--- config.mk ---
export PLATFORM = sky130hd
export DESIGN_NAME = ps2_cmd_sequencer
export DESIGN_NICKNAME = d
export VERILOG_FILES = /design/src/rtl/ps2_pkg.sv /design/src/rtl/ps2_timeout_timer.sv /design/src/rtl/ps2_cmd_sequencer.sv
export SDC_FILE = /design/constraint.sdc
export NUM_CORES = 1
export LEC_CHECK = 0
export CAP_MARGIN = 5
export CORE_MARGIN = 4
export CORE_UTILIZATION = 30
export DETAILED_ROUTE_END_ITERATION = 10
export PLACE_DENSITY_LB_ADDON = 0.08
export SYNTH_ARGS = -nofsm -noshare
export SYNTH_HDL_FRONTEND = slang
export SYNTH_SLANG_ARGS = --single-unit
export TNS_END_PERCENT = 50
--- constraint.sdc ---
create_clock -name CLOCK_50 -period 1.6 [get_ports CLOCK_50]
set_input_delay 0.32 -clock CLOCK_50 [delete_from_list [all_inputs] [get_ports CLOCK_50]]
set_output_delay 0.32 -clock CLOCK_50 [all_outputs]
set_load 0.05 [all_outputs]
--- src/rtl/ps2_pkg.sv ---
// Shared definitions for the PS/2 command sequencer: device response bytes,
// completion status codes and sequencer states.
package ps2_pkg;

    localparam logic [7:0] ACK       = 8'hFA;
    localparam logic [7:0] RESEND    = 8'hFE;
    localparam logic [7:0] BAT_OK    = 8'hAA;
    localparam logic [7:0] BAT_FAIL  = 8'hFC;
    localparam logic [7:0] CMD_RESET = 8'hFF;

    typedef enum logic [1:0] {
        STATUS_OK       = 2'd0,
        STATUS_NAK      = 2'd1,
        STATUS_TIMEOUT  = 2'd2,
        STATUS_TX_ERROR = 2'd3
    } status_t;

    typedef enum logic [2:0] {
        ST_IDLE,
        ST_TX,
        ST_ACK_WAIT,
        ST_BAT_WAIT,
        ST_DONE
    } state_t;

    typedef enum logic {
        PHASE_CMD,
        PHASE_ARG
    } phase_t;

endpackage

--- src/rtl/ps2_timeout_timer.sv ---
// Response timeout counter: cleared by the sequencer, counts while enabled and
// flags expiry when it reaches the selected limit minus one.
module ps2_timeout_timer #(
    parameter int CNT_W     = 26,
    parameter int LIMIT_ACK = 1_000_000,
    parameter int LIMIT_BAT = 40_000_000
) (
    input  logic clk,
    input  logic rst_n,
    input  logic i_clear,
    input  logic i_enable,
    input  logic i_sel_bat,
    output logic o_expired
);

    logic [CNT_W-1:0] r_count;
    logic [CNT_W-1:0] w_limit;

    always_ff @(posedge clk or negedge rst_n) begin
        if (!rst_n) begin
            r_count <= '0;
        end else if (i_clear) begin
            r_count <= '0;
        end else if (i_enable) begin
            r_count <= r_count + 1'b1;
        end
    end

    assign w_limit   = i_sel_bat ? CNT_W'(LIMIT_BAT - 1) : CNT_W'(LIMIT_ACK - 1);
    assign o_expired = (r_count == w_limit);

endmodule

--- src/rtl/ps2_cmd_sequencer.sv ---
// Host-to-device PS/2 command sequencer: sends a command and optional argument,
// handles ACK/RESEND/BAT responses and forwards all other device bytes.
module ps2_cmd_sequencer
    import ps2_pkg::*;
#(
    parameter int ACK_TIMEOUT = 1_000_000,
    parameter int BAT_TIMEOUT = 40_000_000,
    parameter int MAX_RETRY   = 3,
    parameter int CNT_W       = 26
) (
    input  logic       CLOCK_50,
    input  logic       reset_n,
    input  logic       req,
    input  logic [7:0] cmd_byte,
    input  logic [7:0] arg_byte,
    input  logic       has_arg,
    output logic       busy,
    output logic       done,
    output logic [1:0] status,
    output logic [7:0] ps2_the_command,
    output logic       ps2_send_command,
    input  logic       ps2_command_was_sent,
    input  logic       ps2_error_timed_out,
    input  logic [7:0] ps2_received_data,
    input  logic       ps2_received_data_en,
    output logic [7:0] key_data,
    output logic       key_data_en
);

    localparam int RETRY_W = (MAX_RETRY < 1) ? 1 : $clog2(MAX_RETRY + 1);

    state_t             r_state;
    phase_t             r_phase;
    status_t            r_status;
    logic [RETRY_W-1:0] r_retry;
    logic [7:0]         r_cmd;
    logic [7:0]         r_arg;
    logic               r_hasArg;
    logic               r_busy;
    logic               r_done;
    logic [7:0]         r_theCommand;
    logic               r_send;
    logic [7:0]         r_keyData;
    logic               r_keyEn;

    logic w_waiting;
    logic w_consumed;
    logic w_batEnter;
    logic w_timerClear;
    logic w_timerEnable;
    logic w_expired;

    assign w_waiting = (r_state == ST_ACK_WAIT) || (r_state == ST_BAT_WAIT);

    assign w_consumed = ps2_received_data_en &&
        (((r_state == ST_ACK_WAIT) && ((ps2_received_data == ACK) || (ps2_received_data == RESEND))) ||
         ((r_state == ST_BAT_WAIT) && ((ps2_received_data == BAT_OK) || (ps2_received_data == BAT_FAIL))));

    // The timer must already read zero in the first BAT_WAIT cycle, so clear on the ACK that leads there.
    assign w_batEnter = (r_state == ST_ACK_WAIT) && ps2_received_data_en && (ps2_received_data == ACK) &&
                        !((r_phase == PHASE_CMD) && r_hasArg) && (r_cmd == CMD_RESET);

    assign w_timerClear  = !w_waiting || w_batEnter;
    assign w_timerEnable = w_waiting && !ps2_received_data_en;

    ps2_timeout_timer #(
        .CNT_W     (CNT_W),
        .LIMIT_ACK (ACK_TIMEOUT),
        .LIMIT_BAT (BAT_TIMEOUT)
    ) u_timer (
        .clk       (CLOCK_50),
        .rst_n     (reset_n),
        .i_clear   (w_timerClear),
        .i_enable  (w_timerEnable),
        .i_sel_bat (r_state == ST_BAT_WAIT),
        .o_expired (w_expired)
    );

    always_ff @(posedge CLOCK_50 or negedge reset_n) begin
        if (!reset_n) begin
            r_state      <= ST_IDLE;
            r_phase      <= PHASE_CMD;
            r_status     <= STATUS_OK;
            r_retry      <= '0;
            r_cmd        <= '0;
            r_arg        <= '0;
            r_hasArg     <= 1'b0;
            r_busy       <= 1'b0;
            r_done       <= 1'b0;
            r_theCommand <= '0;
            r_send       <= 1'b0;
            r_keyData    <= '0;
            r_keyEn      <= 1'b0;
        end else begin
            r_done  <= 1'b0;
            r_keyEn <= ps2_received_data_en && !w_consumed;
            if (ps2_received_data_en && !w_consumed) begin
                r_keyData <= ps2_received_data;
            end

            case (r_state)
                ST_IDLE: begin
                    if (req) begin
                        r_cmd        <= cmd_byte;
                        r_arg        <= arg_byte;
                        r_hasArg     <= has_arg;
                        r_phase      <= PHASE_CMD;
                        r_retry      <= '0;
                        r_theCommand <= cmd_byte;
                        r_send       <= 1'b1;
                        r_busy       <= 1'b1;
                        r_status     <= STATUS_OK;
                        r_state      <= ST_TX;
                    end
                end

                ST_TX: begin
                    if (ps2_command_was_sent) begin
                        r_send  <= 1'b0;
                        r_state <= ST_ACK_WAIT;
                    end else if (ps2_error_timed_out) begin
                        r_send   <= 1'b0;
                        r_status <= STATUS_TX_ERROR;
                        r_done   <= 1'b1;
                        r_state  <= ST_DONE;
                    end
                end

                ST_ACK_WAIT: begin
                    if (ps2_received_data_en && (ps2_received_data == ACK)) begin
                        if ((r_phase == PHASE_CMD) && r_hasArg) begin
                            r_phase      <= PHASE_ARG;
                            r_retry      <= '0;
                            r_theCommand <= r_arg;
                            r_send       <= 1'b1;
                            r_state      <= ST_TX;
                        end else if (r_cmd == CMD_RESET) begin
                            r_state <= ST_BAT_WAIT;
                        end else begin
                            r_status <= STATUS_OK;
                            r_done   <= 1'b1;
                            r_state  <= ST_DONE;
                        end
                    end else if (ps2_received_data_en && (ps2_received_data == RESEND)) begin
                        if (r_retry < RETRY_W'(MAX_RETRY)) begin
                            r_retry <= r_retry + 1'b1;
                            r_send  <= 1'b1;
                            r_state <= ST_TX;
                        end else begin
                            r_status <= STATUS_NAK;
                            r_done   <= 1'b1;
                            r_state  <= ST_DONE;
                        end
                    end else if (!ps2_received_data_en && w_expired) begin
                        r_status <= STATUS_TIMEOUT;
                        r_done   <= 1'b1;
                        r_state  <= ST_DONE;
                    end
                end

                ST_BAT_WAIT: begin
                    if (ps2_received_data_en && (ps2_received_data == BAT_OK)) begin
                        r_status <= STATUS_OK;
                        r_done   <= 1'b1;
                        r_state  <= ST_DONE;
                    end else if (ps2_received_data_en && (ps2_received_data == BAT_FAIL)) begin
                        r_status <= STATUS_NAK;
                        r_done   <= 1'b1;
                        r_state  <= ST_DONE;
                    end else if (!ps2_received_data_en && w_expired) begin
                        r_status <= STATUS_TIMEOUT;
                        r_done   <= 1'b1;
                        r_state  <= ST_DONE;
                    end
                end

                ST_DONE: begin
                    r_busy  <= 1'b0;
                    r_state <= ST_IDLE;
                end

                default: r_state <= ST_IDLE;
            endcase
        end
    end

    assign busy             = r_busy;
    assign done             = r_done;
    assign status           = r_status;
    assign ps2_the_command  = r_theCommand;
    assign ps2_send_command = r_send;
    assign key_data         = r_keyData;
    assign key_data_en      = r_keyEn;

endmodule

# == Word-level counts from Yosys, hierarchy flattened ==
# Cells that the tools add are included.
# word_totals
reg_bits,71
elab_cells,136
inputBits,31
out_inout_bits,22
# classes
add_sub_neg,2
eq_ne,22
bitwise,1
muxes,59
order_cmp,1
reduce_logical,37
# ops
cell,n
26-bit two-way mux,3
"8-bit == test, second input constant",5
3-bit two-way mux,11
2-bit two-way mux,15
"26-bit by 1-bit adder with 26-bit output, second input constant",1
26-bit == test,1
8-bit two-way mux,3
1-bit two-way mux,19
8-bit case mux with 2 select lines,1
1-bit logical AND,15
"3-bit inequality test, second input constant",4
3-bit case mux with 4 select lines,1
2-bit case mux with 4 select lines,1
7-bit AND reduction,1
"3-bit by 2-bit == test with 1-bit output, second input constant",2
"2-bit inequality test, second input constant",3
"3-bit by 1-bit inequality test with 1-bit output, second input constant",2
1-bit case mux with 3 select lines,2
2-bit AND reduction,3
6-bit AND reduction,1
2-bit nonzero test,3
1-bit logical OR,5
5-bit AND reduction,1
1-bit zero test,4
13 further kinds,15

# == Longest topological paths before layout ==
# logic_depth
word_depth,8
mapped_depth,7
depth_no_buf,6

# == Modules after synthesis ==
# A second synthesis with hierarchy kept.
# hier_totals
hier_cells,353
hier_area_um2,3723.6
# modules_own_cells
mod,cells_each,seq_area_each_um2,area_each_um2,n_inst
ps2_cmd_sequencer,203,1126.1,2304.7,1
ps2_timeout_timer,150,650.6,1418.9,1

# == Least setup slack after synthesis ==
# No wires, ideal clock.
# synth_path
path_kind,reg2reg
startpoint,register r_state[0]
endpoint,register r_keyData[0] (netlist: key_data[0])
setup_time_ns,0.125
setup_slack_ns,-0.063
arrival_ns,1.537
required_ns,1.475
n_path_buf,2
stages_incl_launch_ff,7
synth_period_minus_slack_ns,1.663
path_cell_list,dfrtp_1 -> buf_4 -> nor3b_4 -> nand4_1 -> and3_1 -> buf_6 -> mux2_4
# synth_via
elab_chain_cells,6
word_cells_on_any_way,8
classes_between,eq/ne: 2; reduce/logical: 6
# synth_lines
item,line,source
start: declaration,ps2_cmd_sequencer.sv:32,state_t r_state;
start signal: assignment,ps2_cmd_sequencer.sv:81,r_state <= ST_IDLE;
start signal: assignment,ps2_cmd_sequencer.sv:113,r_state <= ST_TX;
start signal: assignment,ps2_cmd_sequencer.sv:120,r_state <= ST_ACK_WAIT;
"3-bit by 2-bit == test with 1-bit output, on equally long branches","ps2_cmd_sequencer.sv:56, ps2_cmd_sequencer.sv:57",
"1-bit logical AND, on equally long branches","ps2_cmd_sequencer.sv:56, ps2_cmd_sequencer.sv:57",
1-bit logical OR (*),ps2_cmd_sequencer.sv:56,(((r_state == ST_ACK_WAIT) && ((ps2_received_data == ACK) || (ps2_received_data == RESEND))) ||
1-bit logical AND (*),ps2_cmd_sequencer.sv:55,assign w_consumed = ps2_received_data_en &&
1-bit zero test (*),ps2_cmd_sequencer.sv:97,if (ps2_received_data_en && !w_consumed) begin
1-bit logical AND (*),ps2_cmd_sequencer.sv:97,
end signal: assignment,ps2_cmd_sequencer.sv:98,r_keyData <= ps2_received_data;
end: declaration,ps2_cmd_sequencer.sv:43,logic [7:0] r_keyData;
# Every way passes the cells marked *; elsewhere a longest branch is shown, timed or not.
# A chain may end at the register's enable or synchronous reset.

# == Final worst setup path ==
# layout_path
startpoint,register u_timer.r_count[11]
endpoint,register r_state[1]
# layout_via
elab_chain_cells,6
word_cells_on_any_way,8
classes_between,eq/ne: 1; mux: 6; reduce/logical: 1
# layout_lines
item,line,source
start: declaration,ps2_timeout_timer.sv:16,logic [CNT_W-1:0] r_count;
start signal: assignment,ps2_timeout_timer.sv:25,r_count <= r_count + 1'b1;
26-bit == test (*),ps2_timeout_timer.sv:30,assign o_expired = (r_count == w_limit);
1-bit logical AND (*),"ps2_cmd_sequencer.sv:154, ps2_cmd_sequencer.sv:170",
3-bit two-way mux (*),n/a,
"3-bit two-way mux, on equally long branches (2 in series)",n/a,
3-bit case mux with 4 select lines (*),n/a,
# Marks and branches as above.

==> impl_metrics.toml <==
[worst_setup_path]
cp.depth = 4
path_class = "reg2reg"
cp_max_fo = 4
r2r_slack_ns = -0.07
cp.required_ns = 1.82
cp-start-kind = "flip-flop"
reg2regPathDepth = 4
max_stage_delay_ns = 0.52
endpoint_kind = "flip-flop"
critical_path_arrival_ns = 1.89
path_buf_inv = 0
crit_chain = "or4b_1 > o32a_1 > nor2_2 > o211ai_1"
cp_slowest_cell = "or4b_1"
crit_family = "simple AND/OR/NAND/NOR gates"

[cts]
clkTransAtPathRegs_ns = 0.06
cts_max_level = 3
insertion_delay_ns = 0.34
cts_max_path_buffers = 2
cts_tree = "yes"
numCtsBuffers = 9
clock_sinks = 71
cts_root_buffer = "clkbuf_16"

[status]
failed_checks = "hold timing, setup timing"
status = "complete, but fails checks"

[logic_synthesis]
netlist.area_leader.share = 0.4841
synth_top_flop_cell = "dfrtp_1"
syn-num-nets = 371
synth_area_leaders = "dfrtp_1 48%, mux2_2 5.8%, nor2_1 3.9%"
synth.distinct_cells = 57
synth.avg_cell_area_sq_um = 10.86
synthTopCellsByCount = "71 x dfrtp_1, 38 x nor2_1, 25 x nand2_1, 19 x mux2_2, 15 x xor2_1"
yosysSeqAreaShare = 0.4841
synth_seq_cells = 71
synthCells = 338
synth_top_cell_by_area = "dfrtp_1"
yosys_warnings = 0
synth_edf_count = 0
async_flop_share = 1.000
synth_most_common_cell = "dfrtp_1"
syn_area_sq_mm = 0.003670

[grt]
grt_start_max_net_pins = 72
overflow = 0
antenna_found_initial = 0
grt_pass1_wl_mm = 15.84
grt_pass1_vias = 3056
grtUsageTotal = 0.1421

[floorplan]
dieArea_sq_mm = 0.01407
io_pins = 53
start_util = 0.3055
die_w_microns = 118.6
fp-row-count = 40
design.core.area_sq_mm = 0.01201
die_y_microns = 118.6

[route]
drt_iter0_drc = 169
wl_mm = 9.453
drt-pass1-iter-count = 4
drc = 0
via_count = 3002
wl_per_cell_microns = 15.27
viasPerCell = 4.850
ant_nets = 0

[layout]
final_core_util = 0.4500
n_antenna_cell = 0
fin_area_sq_mm = 0.005405
nets = 500
drive_gt1_frac = 0.4025
fin_cells = 619
fillCellCount = 1151
synthToLayoutAreaGrowth_pct = 47.29

[place]
port_buffers = 52
dp.cells = 595
dp_hpwl_mm = 6.486
place_area_sq_mm = 0.004871
routabilityCongestion = 0.7996

[sta]
fin_setup_tns_ns = -0.3175
fin_crit_sh = 1.047
worst_pin_slew_ns = 0.3976
fin_worst_skew_ns = 0.008547
max_slew_margin = 0.7349
setup_viol = 6
hold_slack_ns = -0.007997
period_minus_slack_ns = 1.675
rsz0062_at_grt = "yes"
setup_slack_ns = -0.07499
finalHoldViolCount = 4
slew_violations = 0
max_freq_mhz = 597.0

[power_and_ir_drop]
pwr_density_cell_mw_per_mm2 = 1457
power_leakage_nw = 2.440
combinationalPowerShare = 0.409
switchingPower_w = 0.002806
power.internal_w = 0.005069
irDropWorstVdd_v = 0.001301
swShare = 0.3564
clock_power_share = 0.263
seq_power_share = 0.328

[hold_path]
hp-class = "in2async"

[run]
maxCapViolations = 0
[area by class of cell]
cell class                 count  area, sq um  area share
inverter                       5        18.77    0.003472
tap                          147        183.9     0.03403
timing repair buffer         134         1167      0.2160
clock buffer                  11        252.7     0.04676
clock inverter                 5        56.30     0.01042
multi-input combinational    246         1947      0.3602
sequential                    71         1779      0.3292
[state kept, by name, summed over array words and instances, names as in the netlist, 2 cells and up]
name	cells
r_state	3
u_timer.r_count	26
r_cmd	8
status	2
r_retry	2
r_arg	8
ps2_the_command	8
key_data	8
[cells by family (layout without fill, tap and decap cells)]
| kind of cell | after synthesis | after routing | share of synthesized area |
|---|---|---|---|
| xor gates and xnor gates | 25 | 25 | 0.05967 |
| muxes | 38 | 38 | 0.1210 |
| AOI/OAI and AO/OA | 42 | 42 | 0.08217 |
| adders and majority gates | 2 | 2 | 0.006818 |
| buffers and inverters | 21 | 155 | 0.03103 |
| DFF | 71 | 71 | 0.4841 |
| and+or+nand+nor | 139 | 139 | 0.2151 |
[path summary, 6_finish.rpt]
| kind | end | start |
|---|---|---|
| worst max-delay path | r_state[1]$_DFFE_PN0P_ | u_timer.r_count[11]$_DFFE_PN0P_ |
| worst min-delay path | key_data[2]$_DFFE_PN0P_ | reset_n |
| worst max register to register | r_state[1]$_DFFE_PN0P_ | u_timer.r_count[11]$_DFFE_PN0P_ |
| worst min register to register | ps2_the_command[7]$_DFFE_PN0P_ | ps2_the_command[7]$_DFFE_PN0P_ |
| max in group asynchronous | r_state[2]$_DFFE_PN0P_ | reset_n |
| min in group CLOCK_50 | key_data[4]$_DFFE_PN0P_ | ps2_received_data[4] |
[layout by cell type (no fill, tap or decap), types with 6 or more instances in the layout]
cell	n
and3_1	6
buf_12	6
buf_4	90
buf_6	8
clkbuf_16	9
clkdlybuf4s50_1	20
dfrtp_1	69
dlygate4sd2_1	7
mux2_2	19
mux2_4	8
mux2i_1	10
nand2_1	24
nand3_1	7
nand4_1	13
nor2_1	34
o21ai_0	10
xnor2_1	10
xor2_1	15
[metrics by stage]
stage | total power [W] | setup slack, ns | hold WS, ns
2_1_floorplan | 0.004453 | 0.001605 | 0.02441
3_3_place_gp | 0.005668 | -0.6326 | 0.3864
3_5_place_dp | 0.005692 | -0.6556 | 0.3853
4_1_cts | 0.008025 | -0.06741 | 0.01437
5_1_grt | 0.008344 | -0.1571 | 0.03220
6_report | 0.007875 | -0.07499 | -0.007997
[routing by layer]
| metal | up-vias | track usage | part of all wire |
|---|---|---|---|
| met1 | 1439 | 0.1979 | 0.49 |
| met4 | 0 | 0.06951 | 0.022 |
| met5 | - | 0 | 0 |
| li1 | 1485 | - | - |
| met2 | 64 | 0.2057 | 0.45 |
| met3 | 14 | 0.03445 | 0.043 |
[repair_timing]
| item | CTS | global route |
|---|---|---|
| cloned | 1 | 0 |
| endpoints found under the setup margin | 52 | 63 |
| gates resized for setup | 27 | 34 |
| buffers inserted | 6 | 3 |
| hold buffers | 0 | 0 |
| pin swaps | 11 | 17 |
[power by group through the flow]
stage / clock (W) / combinational, W / sequential (W)
after floorplan: 0 / 0.00137 / 0.00308
after global placement: 0 / 0.00307 / 0.00260
after detailed placement: 0 / 0.00308 / 0.00261
after CTS: 0.00215 / 0.00329 / 0.00258
after global routing: 0.00221 / 0.00349 / 0.00264
final: 0.00207 / 0.00322 / 0.00258
Note: power is estimated with default switching activity, not from simulation.
